File: src/rtl/mem_access_unit_if.sv
// Memory-stage bus for mem_access_unit: pipeline control/operands, data-memory
// request/response, and the results returned to the pipeline.
interface mem_access_unit_if;
    logic        valid_in;
    logic        mem_read;
    logic        mem_write;
    logic [2:0]  funct3;
    logic [31:0] addr;
    logic [31:0] store_data;
    logic        dmem_resp;
    logic [31:0] dmem_rdata;
    logic        dmem_read;
    logic        dmem_write;
    logic [31:0] dmem_address;
    logic [3:0]  dmem_mbe;
    logic [31:0] dmem_wdata;
    logic        stall;
    logic        done;
    logic [31:0] load_data;
    logic        trap;

    modport master (
        input  valid_in, mem_read, mem_write, funct3, addr, store_data,
        input  dmem_resp, dmem_rdata,
        output dmem_read, dmem_write, dmem_address, dmem_mbe, dmem_wdata,
        output stall, done, load_data, trap
    );

    modport slave (
        output valid_in, mem_read, mem_write, funct3, addr, store_data,
        output dmem_resp, dmem_rdata,
        input  dmem_read, dmem_write, dmem_address, dmem_mbe, dmem_wdata,
        input  stall, done, load_data, trap
    );
endinterface

File: src/rtl/mem_access_unit.sv
// Load/store unit for the memory stage: validates alignment and funct3, issues
// one registered data-memory request, and formats the returned load word.
module mem_access_unit (
    input  logic              clk,
    input  logic              rst,
    mem_access_unit_if.master bus
);
    localparam logic [1:0] S_IDLE = 2'd0;
    localparam logic [1:0] S_BUSY = 2'd1;
    localparam logic [1:0] S_DONE = 2'd2;

    logic [1:0]  r_state;
    logic        r_read;
    logic        r_write;
    logic [31:0] r_address;
    logic [3:0]  r_mbe;
    logic [31:0] r_wdata;
    logic [2:0]  r_funct3;
    logic [1:0]  r_offset;
    logic [31:0] r_load_data;
    logic        r_done;

    logic        w_is_load;
    logic        w_is_store;
    logic        w_any_req;
    logic        w_illegal;
    logic        w_misaligned;
    logic        w_idle_req;
    logic        w_trap;
    logic        w_accept;
    logic [1:0]  w_size;
    logic [3:0]  w_mbe;
    logic [31:0] w_wdata;
    logic [31:0] w_lane;
    logic [31:0] w_load_fmt;

    assign w_is_load  = bus.mem_read & ~bus.mem_write;
    assign w_is_store = bus.mem_write & ~bus.mem_read;
    assign w_any_req  = bus.valid_in & (bus.mem_read | bus.mem_write);
    assign w_size     = bus.funct3[1:0];

    // Loads allow funct3 0,1,2,4,5; stores allow 0,1,2; both strobes is never legal.
    assign w_illegal = (bus.mem_read & bus.mem_write)
                     | (w_is_load  & ((bus.funct3 == 3'd3) || (bus.funct3[2:1] == 2'b11)))
                     | (w_is_store & (bus.funct3 > 3'd2));

    assign w_misaligned = ((w_size == 2'd2) && (bus.addr[1:0] != 2'b00))
                        || ((w_size == 2'd1) && bus.addr[0]);

    // Only IDLE looks at the inputs; in BUSY/DONE they still describe the held instruction.
    assign w_idle_req = (r_state == S_IDLE) & ~rst & w_any_req;
    assign w_trap     = w_idle_req & (w_illegal | w_misaligned);
    assign w_accept   = w_idle_req & ~w_illegal & ~w_misaligned;

    always_comb begin
        w_mbe = 4'b1111;
        case (w_size)
            2'd0:    w_mbe = 4'b0001 << bus.addr[1:0];
            2'd1:    w_mbe = 4'b0011 << bus.addr[1:0];
            default: w_mbe = 4'b1111;
        endcase
    end

    assign w_wdata = bus.store_data << {bus.addr[1:0], 3'b000};
    assign w_lane  = bus.dmem_rdata >> {r_offset, 3'b000};

    always_comb begin
        w_load_fmt = w_lane;
        case (r_funct3)
            3'd0:    w_load_fmt = {{24{w_lane[7]}}, w_lane[7:0]};
            3'd1:    w_load_fmt = {{16{w_lane[15]}}, w_lane[15:0]};
            3'd4:    w_load_fmt = {24'd0, w_lane[7:0]};
            3'd5:    w_load_fmt = {16'd0, w_lane[15:0]};
            default: w_load_fmt = w_lane;
        endcase
    end

    always_ff @(posedge clk) begin
        if (rst) begin
            r_state     <= S_IDLE;
            r_read      <= 1'b0;
            r_write     <= 1'b0;
            r_address   <= 32'd0;
            r_mbe       <= 4'd0;
            r_wdata     <= 32'd0;
            r_funct3    <= 3'd0;
            r_offset    <= 2'd0;
            r_load_data <= 32'd0;
            r_done      <= 1'b0;
        end else begin
            case (r_state)
                S_IDLE: begin
                    if (w_accept) begin
                        r_read    <= w_is_load;
                        r_write   <= w_is_store;
                        r_address <= {bus.addr[31:2], 2'b00};
                        r_mbe     <= w_mbe;
                        r_wdata   <= w_wdata;
                        r_funct3  <= bus.funct3;
                        r_offset  <= bus.addr[1:0];
                        r_state   <= S_BUSY;
                    end
                end
                S_BUSY: begin
                    if (bus.dmem_resp) begin
                        r_read  <= 1'b0;
                        r_write <= 1'b0;
                        if (r_read) begin
                            r_load_data <= w_load_fmt;
                        end
                        r_done  <= 1'b1;
                        r_state <= S_DONE;
                    end
                end
                S_DONE: begin
                    r_done  <= 1'b0;
                    r_state <= S_IDLE;
                end
                default: r_state <= S_IDLE;
            endcase
        end
    end

    assign bus.dmem_read    = r_read;
    assign bus.dmem_write   = r_write;
    assign bus.dmem_address = r_address;
    assign bus.dmem_mbe     = r_mbe;
    assign bus.dmem_wdata   = r_wdata;
    assign bus.load_data    = r_load_data;
    assign bus.done         = r_done;
    assign bus.trap         = w_trap;
    assign bus.stall        = ~rst & ((r_state == S_BUSY) | w_accept);
endmodule

File: src/flat_wrapper.sv
// flat-port wrapper written by rule: the top's interface ports become plain ports
module mem_access_unit_flat 
  (clk, rst, bus_valid_in, bus_mem_read, bus_mem_write, bus_funct3, bus_addr, bus_store_data, bus_dmem_resp, bus_dmem_rdata, bus_dmem_read, bus_dmem_write, bus_dmem_address, bus_dmem_mbe, bus_dmem_wdata, bus_stall, bus_done, bus_load_data, bus_trap);
  mem_access_unit_if bus_i ();
  input  logic clk;
  input  logic rst;
  input wire logic [$bits(bus_i.valid_in)-1:0] bus_valid_in;
  input wire logic [$bits(bus_i.mem_read)-1:0] bus_mem_read;
  input wire logic [$bits(bus_i.mem_write)-1:0] bus_mem_write;
  input wire logic [$bits(bus_i.funct3)-1:0] bus_funct3;
  input wire logic [$bits(bus_i.addr)-1:0] bus_addr;
  input wire logic [$bits(bus_i.store_data)-1:0] bus_store_data;
  input wire logic [$bits(bus_i.dmem_resp)-1:0] bus_dmem_resp;
  input wire logic [$bits(bus_i.dmem_rdata)-1:0] bus_dmem_rdata;
  output wire logic [$bits(bus_i.dmem_read)-1:0] bus_dmem_read;
  output wire logic [$bits(bus_i.dmem_write)-1:0] bus_dmem_write;
  output wire logic [$bits(bus_i.dmem_address)-1:0] bus_dmem_address;
  output wire logic [$bits(bus_i.dmem_mbe)-1:0] bus_dmem_mbe;
  output wire logic [$bits(bus_i.dmem_wdata)-1:0] bus_dmem_wdata;
  output wire logic [$bits(bus_i.stall)-1:0] bus_stall;
  output wire logic [$bits(bus_i.done)-1:0] bus_done;
  output wire logic [$bits(bus_i.load_data)-1:0] bus_load_data;
  output wire logic [$bits(bus_i.trap)-1:0] bus_trap;
  assign bus_i.valid_in = bus_valid_in;
  assign bus_i.mem_read = bus_mem_read;
  assign bus_i.mem_write = bus_mem_write;
  assign bus_i.funct3 = bus_funct3;
  assign bus_i.addr = bus_addr;
  assign bus_i.store_data = bus_store_data;
  assign bus_i.dmem_resp = bus_dmem_resp;
  assign bus_i.dmem_rdata = bus_dmem_rdata;
  assign bus_dmem_read = bus_i.dmem_read;
  assign bus_dmem_write = bus_i.dmem_write;
  assign bus_dmem_address = bus_i.dmem_address;
  assign bus_dmem_mbe = bus_i.dmem_mbe;
  assign bus_dmem_wdata = bus_i.dmem_wdata;
  assign bus_stall = bus_i.stall;
  assign bus_done = bus_i.done;
  assign bus_load_data = bus_i.load_data;
  assign bus_trap = bus_i.trap;
  mem_access_unit u_core (.clk(clk), .rst(rst), .bus(bus_i));
endmodule
File: config.mk
export PLATFORM = sky130hd
export DESIGN_NAME = mem_access_unit_flat
export DESIGN_NICKNAME = d
export VERILOG_FILES = /design/src/rtl/mem_access_unit_if.sv /design/src/rtl/mem_access_unit.sv /design/src/flat_wrapper.sv
export SDC_FILE = /design/constraint.sdc
export NUM_CORES = 1
export LEC_CHECK = 0
export CAP_MARGIN = 20
export CELL_PAD_IN_SITES_DETAIL_PLACEMENT = 0
export CELL_PAD_IN_SITES_GLOBAL_PLACEMENT = 2
export CORE_ASPECT_RATIO = 0.7
export CORE_MARGIN = 2
export CORE_UTILIZATION = 25
export DETAILED_ROUTE_END_ITERATION = 12
export PLACE_DENSITY_LB_ADDON = 0.12
export REMOVE_ABC_BUFFERS = 1
export SYNTH_ARGS = -nofsm -noshare
export SYNTH_HDL_FRONTEND = slang
export SYNTH_SLANG_ARGS = --single-unit
File: constraint.sdc
create_clock -name clk -period 2.35 [get_ports clk]
set_clock_uncertainty 0.05 [all_clocks]
set_input_delay 0.47 -clock clk [delete_from_list [all_inputs] [get_ports clk]]
set_output_delay 0.47 -clock clk [all_outputs]
set_load 0.05 [all_outputs]
==> flow_summary.ini <==
[timing]
fin_tns_setup_ns = 0
rsz0062_at_grt = false
slew_headroom_pct = 43.8
fin_crit_ns = 2.25
finalHoldViolations = 0
max_freq_mhz = 444
drv_slew = 0
period_share_pct = 95.8
tightest_slew_ns = 0.839
final-setup-viol-count = 0

[drt]
vias_per_cell = 5.16
drtIter0Drc = 385
vias = 5872
drc = 0
routed_wl_um = 21600
dr.pass1.iters = 4
wl_per_cell_um = 19.0
postRouteAntennaNets = 0

[clock_network]
cts_made_buffers = 9
clkTransAtPathRegs_ns = 0.08
cts_sinks = 108
insertion_delay_ns = 0.35
postCtsHoldBufs = 0
htree_levels = 3
cts_root_buf = clkbuf_16
cts_max_path_buffers = 2
cts_tree = built

[yosys]
ys_types = 40
ys_warn_count = 0
synth_edf_count = 0
yosys.area.top_type = dfxtp_1
ys_ff_latch = 108
netlist_area_sq_um = 5520
netlist.area_leader.share_pct = 39.2
avgSynthCellArea_sq_um = 8.46
syn_inst = 652
synthArstFlopShare_pct = 0
synth-seq-area-share_pct = 39.2
synth_area_leaders = dfxtp_1, o31ai_1, a21oi_1, mux2i_1, nand4_1
ys.flop_type = dfxtp_1

[worst_setup_path]
arrival_ns = 1.73
cp.depth = 6
critPathSlowestCell = a211oi_2
path_delay_family = compound AO/OA/AOI/OAI gates
endpoint_kind = primary output
crit_chain = dlygate4sd2_1, a211oi_2, or3_4, nand3_2, a21oi_2, buf_12
slowest_delay_ns = 0.34
r2r_cells = 5
timing.critical_path.buf_inv = 2
crit_fanout = 3
r2r_start = u_core.r_state[0]
criticalPathCategory = in2out
startpoint_type = input port
crit_start = bus_mem_write
required_ns = 1.83
rrSetupSlack_ns = 0.33

[place]
portBuffers = 207
gp_congestion = 0.778
hpwl_um = 15000
dpl.cell_count = 1117

[worst_hold_path]
min_from = u_core.bus.load_data[7]
holdPathStages = 2
hold_path_class = reg2reg

[cells_and_area]
post_route_cells_drive_above_1_share_pct = 13.1
nFillCells = 2169
fin_nets = 955
fin_util_pct = 39.3
area_growth_pct = 54.5
seqCellArea_sq_um = 2160
multiInputGateArea_sq_um = 3070
post_layout_nonfiller_instances = 1138

[flow_run]
cap_violations = 0

[power_and_ir_drop]
irDropWorstVdd_v = 0.000327
total_power_mw = 4.52
leakage_nw = 2.86
p_per_area_nw_per_um2 = 531

[floorplanning]
core_area_sq_um = 21700
die_w_um = 182
die_h_um = 128
start_util_pct = 25.4
ios = 210
rows = 45
die_area_sq_um = 23300

[global_routing]
grt_busiest_layer = met2
antenna_found_initial = 1
grt_pass1_vias = 5911
grt_pass1_wl_um = 33600
met1_usage_pct = 25.3
use_met2_pct = 27.0
track_usage_pct = 18.3
grt_max_degree = 69
grt_overflow = 0
met3_usage_pct = 6.65

[run_status]
status = complete, no violations
==> worst register-to-register path, stage by stage, from the launching register on <==
cell and delay (ns):
dfxtp_1 0.37, nor4b_4 0.31, buf_4 0.17, o21ai_4 0.08, nor3_2 0.71, a211oi_1 0.17
==> worst paths after layout <==
kind,end
max,bus_stall
min,u_core.bus.load_data[7]
min reg2reg,u_core.bus.load_data[7]
max reg2reg,u_core.bus.dmem_wdata[21]
==> cell usage in the layout, fill, tap and decap left out, types with 3 or more instances in the layout <==
master / instances
clkdlybuf4s50_1: 197
dfxtp_1: 108
a21oi_1: 86
o31ai_1: 59
nand4_1: 53
buf_4: 52
nor2_1: 47
nand2_1: 44
mux2i_1: 40
a211oi_1: 30
mux2_2: 15
a31oi_1: 15
clkbuf_16: 9
buf_12: 9
nor2b_1: 8
o211ai_1: 8
nor3_1: 8
or4_1: 8
o2bb2ai_1: 7
dlygate4sd2_1: 5
nand3b_1: 3
a21o_1: 3
==> synth_stat cells, drive strengths merged (3+ instances only) <==
cell     instances
dfxtp          108
nor2b            8
o21a             3
a21oi           89
a21o             3
a31oi           15
or4              8
o31ai           59
buf             41
a211oi          31
nor2            47
o2bb2ai          7
clkbuf          39
nand3b           3
nand2           44
mux2            15
o211ai           8
o21ai            5
nand4           53
nor3            11
mux2i           40
==> metrics by stage <==
| stage | hold WS [ns] | setup slack (ns) | area, sq um |
|---|---|---|---|
| 6_report | 0.406 | 0.0984 | 8520 |
| 5_1_grt | 0.434 | 0.00561 | 8520 |
| 4_1_cts | 0.414 | 0.00345 | 8490 |
| 3_5_place_dp | 0.402 | -0.315 | 8140 |
| 3_3_place_gp | 0.402 | -0.288 | 8140 |
| 2_1_floorplan | 0.418 | -1.69 | 5160 |
==> power by group <==
part / switching (mW) / internal (mW)
combinational: 0.583 / 0.425
clock: 0.751 / 0.868
sequential: 0.0276 / 1.87
==> metal layers <==
metal  up-vias  wire [um]
li1       2866          -
met1      2804      10300
met2       189       9250
met3        13       1860
met4         0        163
met5         -          0
==> sequential cells by signal, indices dropped and copies added (netlist names) <==
register,cells
u_core.bus.done,1
u_core.r_funct3,3
u_core.bus.dmem_mbe,4
u_core.bus.dmem_address,30
u_core.r_state,2
u_core.bus.load_data,32
u_core.bus.dmem_read,1
u_core.r_offset,2
u_core.bus.dmem_wdata,32
u_core.bus.dmem_write,1
==> layout make-up <==
type	instances	share of cell area, %
Multi-Input combinational cell	463	36.0
Timing Repair Buffer	266	30.8
Sequential cell	108	25.4
Tap cell	282	4.14
Clock buffer	10	2.80
Clock inverter	6	0.822
Inverter	2	0.0881
Antenna cell	1	0.0294
==> cell families (layout without fill, tap and decap cells) <==
kind of cell	after synthesis	count (layout)	share of synthesized area, %
mux	57	57	11.1
other cells	1	3	0.0680
buf+inv	82	284	6.62
simple gates	182	182	17.0
flops	108	108	39.2
compound gates	222	222	25.9
==> what timing repair did <==
item	in CTS	in global routing
endpoints found under the setup margin	2	1
setup buffers	2	2
pin swaps	3	4
gates resized for setup	13	4
gates cloned	0	0
(Power assumes the default switching activity.)
